[config.mk]
export PLATFORM = sky130hd
export DESIGN_NAME = decode_rat_ckpt
export DESIGN_NICKNAME = d
export VERILOG_FILES = /design/src/rtl/decode_rat_ckpt.sv
export SDC_FILE = /design/constraint.sdc
export NUM_CORES = 2
export LEC_CHECK = 0
export CAP_MARGIN = 20
export CELL_PAD_IN_SITES_DETAIL_PLACEMENT = 2
export CELL_PAD_IN_SITES_GLOBAL_PLACEMENT = 2
export CORE_MARGIN = 1.5
export CORE_UTILIZATION = 43
export DETAILED_ROUTE_END_ITERATION = 7
export PLACE_DENSITY = 0.77
export SETUP_SLACK_MARGIN = 0.3
export SLEW_MARGIN = 20
export SYNTH_ARGS = -nofsm -noshare
export SYNTH_HDL_FRONTEND = slang
export SYNTH_SLANG_ARGS = --single-unit
[constraint.sdc]
create_clock -name clk -period 13.2 [get_ports clk]
set_input_delay 3.96 -clock clk [delete_from_list [all_inputs] [get_ports clk]]
set_output_delay 3.96 -clock clk [all_outputs]
set_load 0.1 [all_outputs]
[src/rtl/decode_rat_ckpt.sv]
// decode_rat_ckpt
//
// Register alias table for the decode stage. Each architectural register
// (1..ARCH_REGS-1) maps to the in-flight ROB entry that will produce it,
// tagged with that producer's fetch ID. A FIFO of branch checkpoints holds
// copies of the table, so a mispredict restores the table to its state at
// the branch instead of wiping it. snoop_hit and bco_valid still flush
// everything.
//
// Ports
//   clk, resetn            rising-edge clock, asynchronous active-low reset
//   snoop_hit, bco_valid   full flush (table and all checkpoints)
//   rd_addr/rd_valid/rd_rob NR combinational read ports on the registered table
//   al_we/al_addr/al_fid/al_rob  allocate a new producer for a register
//   cm_we/cm_addr/cm_fid   commit; clears the mapping only if the FID matches
//   ck_take/ck_id/ck_ready take a checkpoint into slot ck_id (tail)
//   ck_release             free the oldest checkpoint
//   ck_restore/ck_restore_id  restore the table from a live checkpoint
//   ck_count               number of live checkpoints
module decode_rat_ckpt #(
  parameter int ARCH_REGS  = 32,
  parameter int ROB_W      = 4,
  parameter int FID_W      = 8,
  parameter int NR         = 2,
  parameter int CKPT_DEPTH = 4,
  localparam int AW        = $clog2(ARCH_REGS),
  localparam int CW        = $clog2(CKPT_DEPTH)
) (
  input  logic                clk,
  input  logic                resetn,
  input  logic                snoop_hit,
  input  logic                bco_valid,
  input  logic [NR*AW-1:0]    rd_addr,
  output logic [NR-1:0]       rd_valid,
  output logic [NR*ROB_W-1:0] rd_rob,
  input  logic                al_we,
  input  logic [AW-1:0]       al_addr,
  input  logic [FID_W-1:0]    al_fid,
  input  logic [ROB_W-1:0]    al_rob,
  input  logic                cm_we,
  input  logic [AW-1:0]       cm_addr,
  input  logic [FID_W-1:0]    cm_fid,
  input  logic                ck_take,
  output logic                ck_ready,
  output logic [CW-1:0]       ck_id,
  input  logic                ck_release,
  input  logic                ck_restore,
  input  logic [CW-1:0]       ck_restore_id,
  output logic [CW:0]         ck_count
);

  localparam logic [CW:0] DEPTH_C = (CW+1)'(CKPT_DEPTH);

  // Live table
  logic [ARCH_REGS-1:0] live_v_q, live_v_d;
  logic [FID_W-1:0]     live_fid_q [ARCH_REGS];
  logic [FID_W-1:0]     live_fid_d [ARCH_REGS];
  logic [ROB_W-1:0]     live_rob_q [ARCH_REGS];
  logic [ROB_W-1:0]     live_rob_d [ARCH_REGS];

  // Checkpoint snapshots
  logic [ARCH_REGS-1:0] snap_v_q   [CKPT_DEPTH];
  logic [ARCH_REGS-1:0] snap_v_d   [CKPT_DEPTH];
  logic [FID_W-1:0]     snap_fid_q [CKPT_DEPTH][ARCH_REGS];
  logic [FID_W-1:0]     snap_fid_d [CKPT_DEPTH][ARCH_REGS];
  logic [ROB_W-1:0]     snap_rob_q [CKPT_DEPTH][ARCH_REGS];
  logic [ROB_W-1:0]     snap_rob_d [CKPT_DEPTH][ARCH_REGS];
  logic [CKPT_DEPTH-1:0] snap_live_q, snap_live_d;

  logic [CW-1:0] head_q, head_d;
  logic [CW-1:0] tail_q, tail_d;
  logic [CW:0]   cnt_q, cnt_d;

  // Per-cycle control decisions
  logic          flush;
  logic          rs_ok;
  logic [CW-1:0] rs_dist;
  logic          rel_ok;
  logic          take_ok;
  logic          cm_en;
  logic          al_en;

  assign flush   = snoop_hit | bco_valid;
  // A restore to a slot that is not live is treated as if it never happened.
  assign rs_ok   = ck_restore & snap_live_q[ck_restore_id];
  // Slots older than the restored one survive; modulo arithmetic via CW bits.
  assign rs_dist = ck_restore_id - head_q;
  // On a restore, release only if the restore left something to release.
  assign rel_ok  = ck_release & (rs_ok ? (rs_dist != '0) : (cnt_q != '0));
  // When full, a same-cycle release frees the head slot for this take.
  assign take_ok = ~rs_ok & ck_take & ((cnt_q != DEPTH_C) | rel_ok);
  assign cm_en   = cm_we & (cm_addr != '0);
  assign al_en   = ~rs_ok & al_we & (al_addr != '0);

  always_comb begin
    // Base table: the snapshot on a successful restore, otherwise the live one.
    live_v_d = rs_ok ? snap_v_q[ck_restore_id] : live_v_q;
    for (int r = 0; r < ARCH_REGS; r++) begin
      live_fid_d[r] = rs_ok ? snap_fid_q[ck_restore_id][r] : live_fid_q[r];
      live_rob_d[r] = rs_ok ? snap_rob_q[ck_restore_id][r] : live_rob_q[r];
    end

    // Commit clears only when the entry still names this producer.
    if (cm_en && live_v_d[cm_addr] && (live_fid_d[cm_addr] == cm_fid)) begin
      live_v_d[cm_addr] = 1'b0;
    end

    // Allocate is applied after commit so it wins on the same register.
    if (al_en) begin
      live_v_d[al_addr]   = 1'b1;
      live_fid_d[al_addr] = al_fid;
      live_rob_d[al_addr] = al_rob;
    end

    snap_live_d = snap_live_q;
    head_d      = head_q;
    tail_d      = tail_q;
    cnt_d       = cnt_q;
    for (int c = 0; c < CKPT_DEPTH; c++) begin
      snap_v_d[c] = snap_v_q[c];
      for (int r = 0; r < ARCH_REGS; r++) begin
        snap_fid_d[c][r] = snap_fid_q[c][r];
        snap_rob_d[c][r] = snap_rob_q[c][r];
      end
      // Commits also scrub live snapshots so a later restore never brings
      // back a mapping to a retired ROB entry.
      if (cm_en && snap_live_q[c] && snap_v_q[c][cm_addr] &&
          (snap_fid_q[c][cm_addr] == cm_fid)) begin
        snap_v_d[c][cm_addr] = 1'b0;
      end
    end

    if (rs_ok) begin
      // Free the restored slot and every younger one.
      for (int c = 0; c < CKPT_DEPTH; c++) begin
        if ((CW'(c) - head_q) >= rs_dist) snap_live_d[c] = 1'b0;
      end
      tail_d = ck_restore_id;
      cnt_d  = {1'b0, rs_dist} - (CW+1)'(rel_ok);
    end else begin
      cnt_d  = cnt_q + (CW+1)'(take_ok) - (CW+1)'(rel_ok);
    end

    // Release before take: when full, both address the same slot.
    if (rel_ok) begin
      snap_live_d[head_q] = 1'b0;
      head_d              = head_q + 1'b1;
    end

    if (take_ok) begin
      snap_v_d[tail_q]    = live_v_d;
      for (int r = 0; r < ARCH_REGS; r++) begin
        snap_fid_d[tail_q][r] = live_fid_d[r];
        snap_rob_d[tail_q][r] = live_rob_d[r];
      end
      snap_live_d[tail_q] = 1'b1;
      tail_d              = tail_q + 1'b1;
    end

    if (flush) begin
      live_v_d    = '0;
      snap_live_d = '0;
      for (int c = 0; c < CKPT_DEPTH; c++) snap_v_d[c] = '0;
      head_d      = '0;
      tail_d      = '0;
      cnt_d       = '0;
    end
  end

  always_ff @(posedge clk or negedge resetn) begin
    if (!resetn) begin
      live_v_q    <= '0;
      snap_live_q <= '0;
      for (int c = 0; c < CKPT_DEPTH; c++) snap_v_q[c] <= '0;
      head_q      <= '0;
      tail_q      <= '0;
      cnt_q       <= '0;
    end else begin
      live_v_q    <= live_v_d;
      snap_live_q <= snap_live_d;
      for (int c = 0; c < CKPT_DEPTH; c++) snap_v_q[c] <= snap_v_d[c];
      head_q      <= head_d;
      tail_q      <= tail_d;
      cnt_q       <= cnt_d;
    end
  end

  // FID/ROB payloads are qualified by the valids and need no reset.
  always_ff @(posedge clk) begin
    for (int r = 0; r < ARCH_REGS; r++) begin
      live_fid_q[r] <= live_fid_d[r];
      live_rob_q[r] <= live_rob_d[r];
    end
    for (int c = 0; c < CKPT_DEPTH; c++) begin
      for (int r = 0; r < ARCH_REGS; r++) begin
        snap_fid_q[c][r] <= snap_fid_d[c][r];
        snap_rob_q[c][r] <= snap_rob_d[c][r];
      end
    end
  end

  // Read ports: the ROB index is forced to zero when the mapping is invalid,
  // which also hides the unreset payload after reset.
  always_comb begin
    logic [AW-1:0] ra;
    rd_valid = '0;
    rd_rob   = '0;
    ra       = '0;
    for (int k = 0; k < NR; k++) begin
      ra = rd_addr[k*AW +: AW];
      if ((ra != '0) && live_v_q[ra]) begin
        rd_valid[k]              = 1'b1;
        rd_rob[k*ROB_W +: ROB_W] = live_rob_q[ra];
      end
    end
  end

  assign ck_ready = (cnt_q != DEPTH_C);
  assign ck_id    = tail_q;
  assign ck_count = cnt_q;

endmodule

After elaboration in Yosys (flattened, before gate mapping). Memories as Yosys holds them, arrays and structs flattened. Cells that the tools add are included.

Add/subtract/negate cells: 10. Order comparisons: 21. Equality and inequality tests: 6. Mux-type cells: 341. Bitwise operators: 24. Reductions and logical operators: 30.

Operators with widths (number): 1024-bit bitwise mux (32); 512-bit bitwise mux (32); 256-bit demux with 2-bit select (32); 128-bit demux with 2-bit select (32); 1024-bit two-way mux (1); 128-bit two-way mux (5); 256-bit two-way mux (2); 512-bit two-way mux (1); 32-bit two-way mux (13); 8-bit two-way mux (45); 128-bit bitwise mux (2); 256-bit bitwise mux (1); 248-bit two-way mux (1); 120-bit two-way mux (2); 240-bit two-way mux (1); 232-bit two-way mux (1); 112-bit two-way mux (2); 224-bit two-way mux (1); 216-bit two-way mux (1); 104-bit two-way mux (2); 208-bit two-way mux (1); 8-bit binary-select mux with 5-bit select (5); 200-bit two-way mux (1); 192-bit two-way mux (1); other kinds (77) (215).

Flip-flop bits (word level): 171. Bits in writable memories: 1920. Input bits: 51. Output and inout port bits: 16. Memories kept: 4.

Memory list: snap_fid_q (depth 4, width 256, read ports 5, clocked after memory_dff 0, write ports 4, RTL line 64) `logic [FID_W-1:0] snap_fid_q [CKPT_DEPTH][ARCH_REGS];`; snap_rob_q (depth 4, width 128, read ports 5, clocked after memory_dff 0, write ports 4, RTL line 66) `logic [ROB_W-1:0] snap_rob_q [CKPT_DEPTH][ARCH_REGS];`; live_fid_q (depth 32, width 8, read ports 32, clocked after memory_dff 0, write ports 32, RTL line 56) `logic [FID_W-1:0] live_fid_q [ARCH_REGS];`; live_rob_q (depth 32, width 4, read ports 34, clocked after memory_dff 0, write ports 32, RTL line 58) `logic [ROB_W-1:0] live_rob_q [ARCH_REGS];`.

Logic depth before layout (Yosys ltp).
Word-level depth: 40. Depth in mapped cells: 24.

Worst setup path before layout. Ideal clock, no wire load.

Path kind: input to register. From: in ck_restore_id[0]. To: reg snap_v_q[75] (netlist bit). Setup time: 591 ps. Arrival: 19156 ps. Required time: 12609 ps. Slack: -6547 ps. Cell stages on the path: 22. Buffers on the path: 10. Cells stage by stage: buf_4 -> buf_4 -> buf_6 -> buf_4 -> buf_4 -> buf_4 -> clkbuf_1 -> buf_1 -> inv_1 -> ha_1 -> fa_1 -> nand3_1 -> and3_1 -> clkbuf_1 -> o21ai_1 -> nor2_1 -> nand2_1 -> inv_1 -> buf_1 -> nand3_1 -> nand3_1 -> a41oi_1.

RTL lines: start, declared (RTL line 48) `input logic [CW-1:0] ck_restore_id,`; end, declared (RTL line 62) `logic [ARCH_REGS-1:0] snap_v_q [CKPT_DEPTH];`.

Worst setup path after layout.
From: in rd_addr[7]. To: out rd_rob[4].

Cells in the longest elaborated chain, start to end: 4. Elaborated cells between the ends (all ways): 6. Those cells by class: mux (3); reduce/logical (2); memory (1).

RTL lines: start, declared (RTL line 33) `input logic [NR*AW-1:0] rd_addr,`; 1-bit binary-select mux with 5-bit select (RTL line 211) `if ((ra != '0) && live_v_q[ra]) begin`; 1-bit two-way mux (not written as such) (RTL line 211); 1-bit logical AND (RTL line 211); 4-bit two-way mux * (RTL line 211); end, declared (RTL line 35) `output logic [NR*ROB_W-1:0] rd_rob,`.

Every way passes the cells marked *; elsewhere a longest branch is shown, timed or not. The select of a mux whose other input is x is not followed.

==> out/results.tsv <==
stage	metric	value	unit
timing	rsz0062_at_grt	no	
clocking	cts_tree	yes	
logic_synthesis	synth_xor_xnor_area_share	0.411	%
worst_setup_path	slowest_delay	1.18	ns
die	die_w	475	um
worst_setup_path	r2r-end	live_v_q[17]$_DFF_PN0_	
logic_synthesis	synth.largest_area_cell	edfxtp_1	
logic_synthesis	yosysWarnings	0	
die	die_h	475	um
logic_synthesis	synth.top_cell.area_share	48.2	%
worst_setup_path	reg2reg_depth	14	
detailed_routing	wl	359	mm
clocking	insertion_delay	0.92	ns
worst_setup_path	startpoint	rd_addr[7]	
power_and_ir_drop	ir_drop	139	uV
clocking	cts_max_level	4	
detailed_routing	avgRoutedWirePerCell	39.0	um
timing	finClkSkew	0.0660	ns
worst_setup_path	crit_arrival	8.03	ns
worst_setup_path	crit_fanout	10	
logic_synthesis	synth-simple-area-share	5.16	%
worst_setup_path	required	9.24	ns
worst_setup_path	crit_chain	clkdlybuf4s50_1 > mux4_2 > mux2i_1 > nor2_1 > clkdlybuf4s50_1	
clocking	cts-root-buf	clkbuf_16	
timing	drv_slew	0	
global_routing	grt_pass1_wl	514	mm
timing	worstMarginPinSlew	1.16	ns
worst_setup_path	path_common_cell	clkdlybuf4s50_1	
die	placementRows	172	
job	maxCapViolations	0	
worst_setup_path	end_kind	output pin	
finish	layout.cells.non_filler	9215	
global_routing	grt_max_degree	127	
die	io_pins	67	
die	start_util	43.4	%
timing	max_freq	0.0834	GHz
timing	setup_viol	0	
worst_setup_path	reg2reg_from	snap_live_q[3]$_DFF_PN0_	
clocking	clock-sinks	2091	
finish	fin_nets	6116	
worst_setup_path	crit_type	in2out	
detailed_routing	viasPerCell	6.90	
logic_synthesis	synth_cells	6149	
logic_synthesis	postSynth.asyncResetShare	8.18	%
worst_setup_path	r2r_slack	6.72	ns
worst_hold_path	hold_path.class	reg2reg	
logic_synthesis	synth_nets	6219	
logic_synthesis	synth_edf_count	1536	
timing	hold_violations	0	
placed_design	place.gp.congestion	0.882	
detailed_routing	drc_errors	0	
logic_synthesis	synth_flop_cell	edfxtp_1	
placed_design	dpl.hpwl	216	mm
detailed_routing	vias	63600	
die	dieArea	0.225	mm2
finish	layout_common_cells	1536 x edfxtp_1, 858 x mux4_2, 509 x nand2_1	
worst_setup_path	worst_path_max_delay_cell	clkdlybuf4s50_1	
detailed_routing	first_iter_violations	7635	
timing	finalSetupTns	0	ns
logic_synthesis	ys_ff_latch	2091	
logic_synthesis	syn_area	0.0956	mm2
die	core	0.220	mm2
global_routing	grt.overflow.total	0	
status	status	finished clean	
clocking	post_cts_buffers	0	
clocking	clock_path_buffers	3	
global_routing	grt_pass1_vias	67800	
global_routing	antenna_found_initial	24	
clocking	cts_resized	0	
clocking	clk_pin_slew	0.06	ns
timing	fin_crit_sh	90.8	%
detailed_routing	drtAntennaViolNets	0	
logic_synthesis	ys_top_cells_by_area	edfxtp_1 48%, mux4_2 20%, dfxtp_1 8.0%	
logic_synthesis	avgSynthCellArea	15.6	um2
clocking	postCtsHoldBufs	0	
finish	drive_gt1_share	24.0	%
global_routing	grt_usage	31.7	%
logic_synthesis	seq_area_frac_synth	60.7	%
logic_synthesis	ys_types	83	
placed_design	numPortBuffers	66	
logic_synthesis	synth_mux_area_share	23.2	%
finish	syn_to_final_growth	11.7	%
clocking	cts_buffers	222	
logic_synthesis	synth-adder-area-share	0.272	%
worst_setup_path	crit_path_end	rd_rob[4]	
logic_synthesis	synth_top_family_by_area	multiplexers	
timing	period_needed	11.99	ns
power_and_ir_drop	leakagePower	0.0352	uW
worst_setup_path	startpoint_type	primary input	
placed_design	place_inst	8779	
detailed_routing	firstDrtPassIters	5	
finish	final_common_cell	edfxtp_1	
power_and_ir_drop	powerDensity	168	mW/mm2
logic_synthesis	synth_compound_area_share	7.60	%
timing	slew_headroom	22.4	%
cells in the mapped netlist (all sizes together) (9+ instances only):
cell type,count
nand2b,9
inv,29
a21oi,214
o21ai,237
nor3,11
buf,233
o31ai,17
nand4,48
a22oi,164
o221a,32
o31a,9
o221ai,11
clkbuf,302
mux2i,252
dfxtp,384
a211oi,43
edfxtp,1536
o22ai,19
a31oi,172
o211ai,83
nor2,439
o2bb2ai,17
and2,60
nor4,11
nand2,541
nand3,33
dfrtp,171
ha,16
mux2,30
mux4,858
a221oi,12
xor2,36
worst min-delay path by stage:
stage,startpoint,endpoint,depth (start not counted)
2_1_floorplan,live_fid_q[0][2]$_DFF_P_,live_fid_q[0][2]$_DFF_P_,2
3_3_place_gp,live_fid_q[0][7]$_DFF_P_,live_fid_q[0][7]$_DFF_P_,2
3_5_place_dp,live_fid_q[0][7]$_DFF_P_,live_fid_q[0][7]$_DFF_P_,2
4_1_cts,live_fid_q[0][6]$_DFF_P_,live_fid_q[0][6]$_DFF_P_,2
5_1_grt,live_fid_q[0][6]$_DFF_P_,live_fid_q[0][6]$_DFF_P_,2
6_report,live_fid_q[0][6]$_DFF_P_,live_fid_q[0][6]$_DFF_P_,2
layer usage:
metal	share of wire [%]	GRT usage (%)
met5	0.027	0
met4	5.7	16.9
met3	8.4	6.12
met2	49	51.6
met1	37	40.3
worst max-delay path: cells and delay by family:
family | cells | cell delay (ns)
simple gates | 1 | 0.28
mux | 2 | 1.51
buf+inv | 2 | 2.25
state kept, by name, indices dropped and copies added, names as in the netlist:
| name | flops |
|---|---|
| snap_fid_q | 1024 |
| snap_rob_q | 512 |
| live_fid_q | 256 |
| live_rob_q | 128 |
| snap_v_q | 128 |
| live_v_q | 32 |
| snap_live_q | 4 |
| ck_count | 3 |
| ck_id | 2 |
| head_q | 2 |
report_power, final:
group          switching [uW]  internal (uW)  total [uW]
clock network            2840           3690        6530
registers                 518           8290        8810
logic                    1650            989        2640
total                    5010          13000       18000
stage by stage:
| stage | util [%] | total power, uW | hold WS (ns) | area [um2] | setup WS (ns) |
|---|---|---|---|---|---|
| finish | 48.5 | 18000 | 0.530 | 107000 | 1.21 |
| global route | 48.5 | 18500 | 0.581 | 107000 | 1.18 |
| CTS | 48.5 | 18000 | 0.544 | 107000 | 1.27 |
| detailed placement | 45.0 | 11500 | 0.532 | 99200 | 1.33 |
| global placement | 45.0 | 11200 | 0.501 | 99200 | 1.37 |
| floorplan | - | 10300 | 0.470 | 95700 | 0.336 |
final cells by class:
type | instances | area (um2)
Clock buffer | 305 | 6150
Inverter | 31 | 164
Sequential cell | 2091 | 58100
Timing Repair Buffer | 208 | 2020
Antenna cell | 10 | 25.0
Fill cell | 20000 | 114000
Tap cell | 2958 | 3700
Clock inverter | 120 | 1400
Multi-Input combinational cell | 3492 | 35300
logic make-up (layout without fill, tap and decap cells):
group	after synthesis	after routing
other	0	10
DFF	2091	2091
muxes	1140	1140
xor gates and xnor gates	44	44
buffers and inverters	566	664
adders and majority gates	19	19
and+or+nand+nor	1182	1182
AOI/OAI and AO/OA	1107	1107
Power figures use the tool's default switching activity.
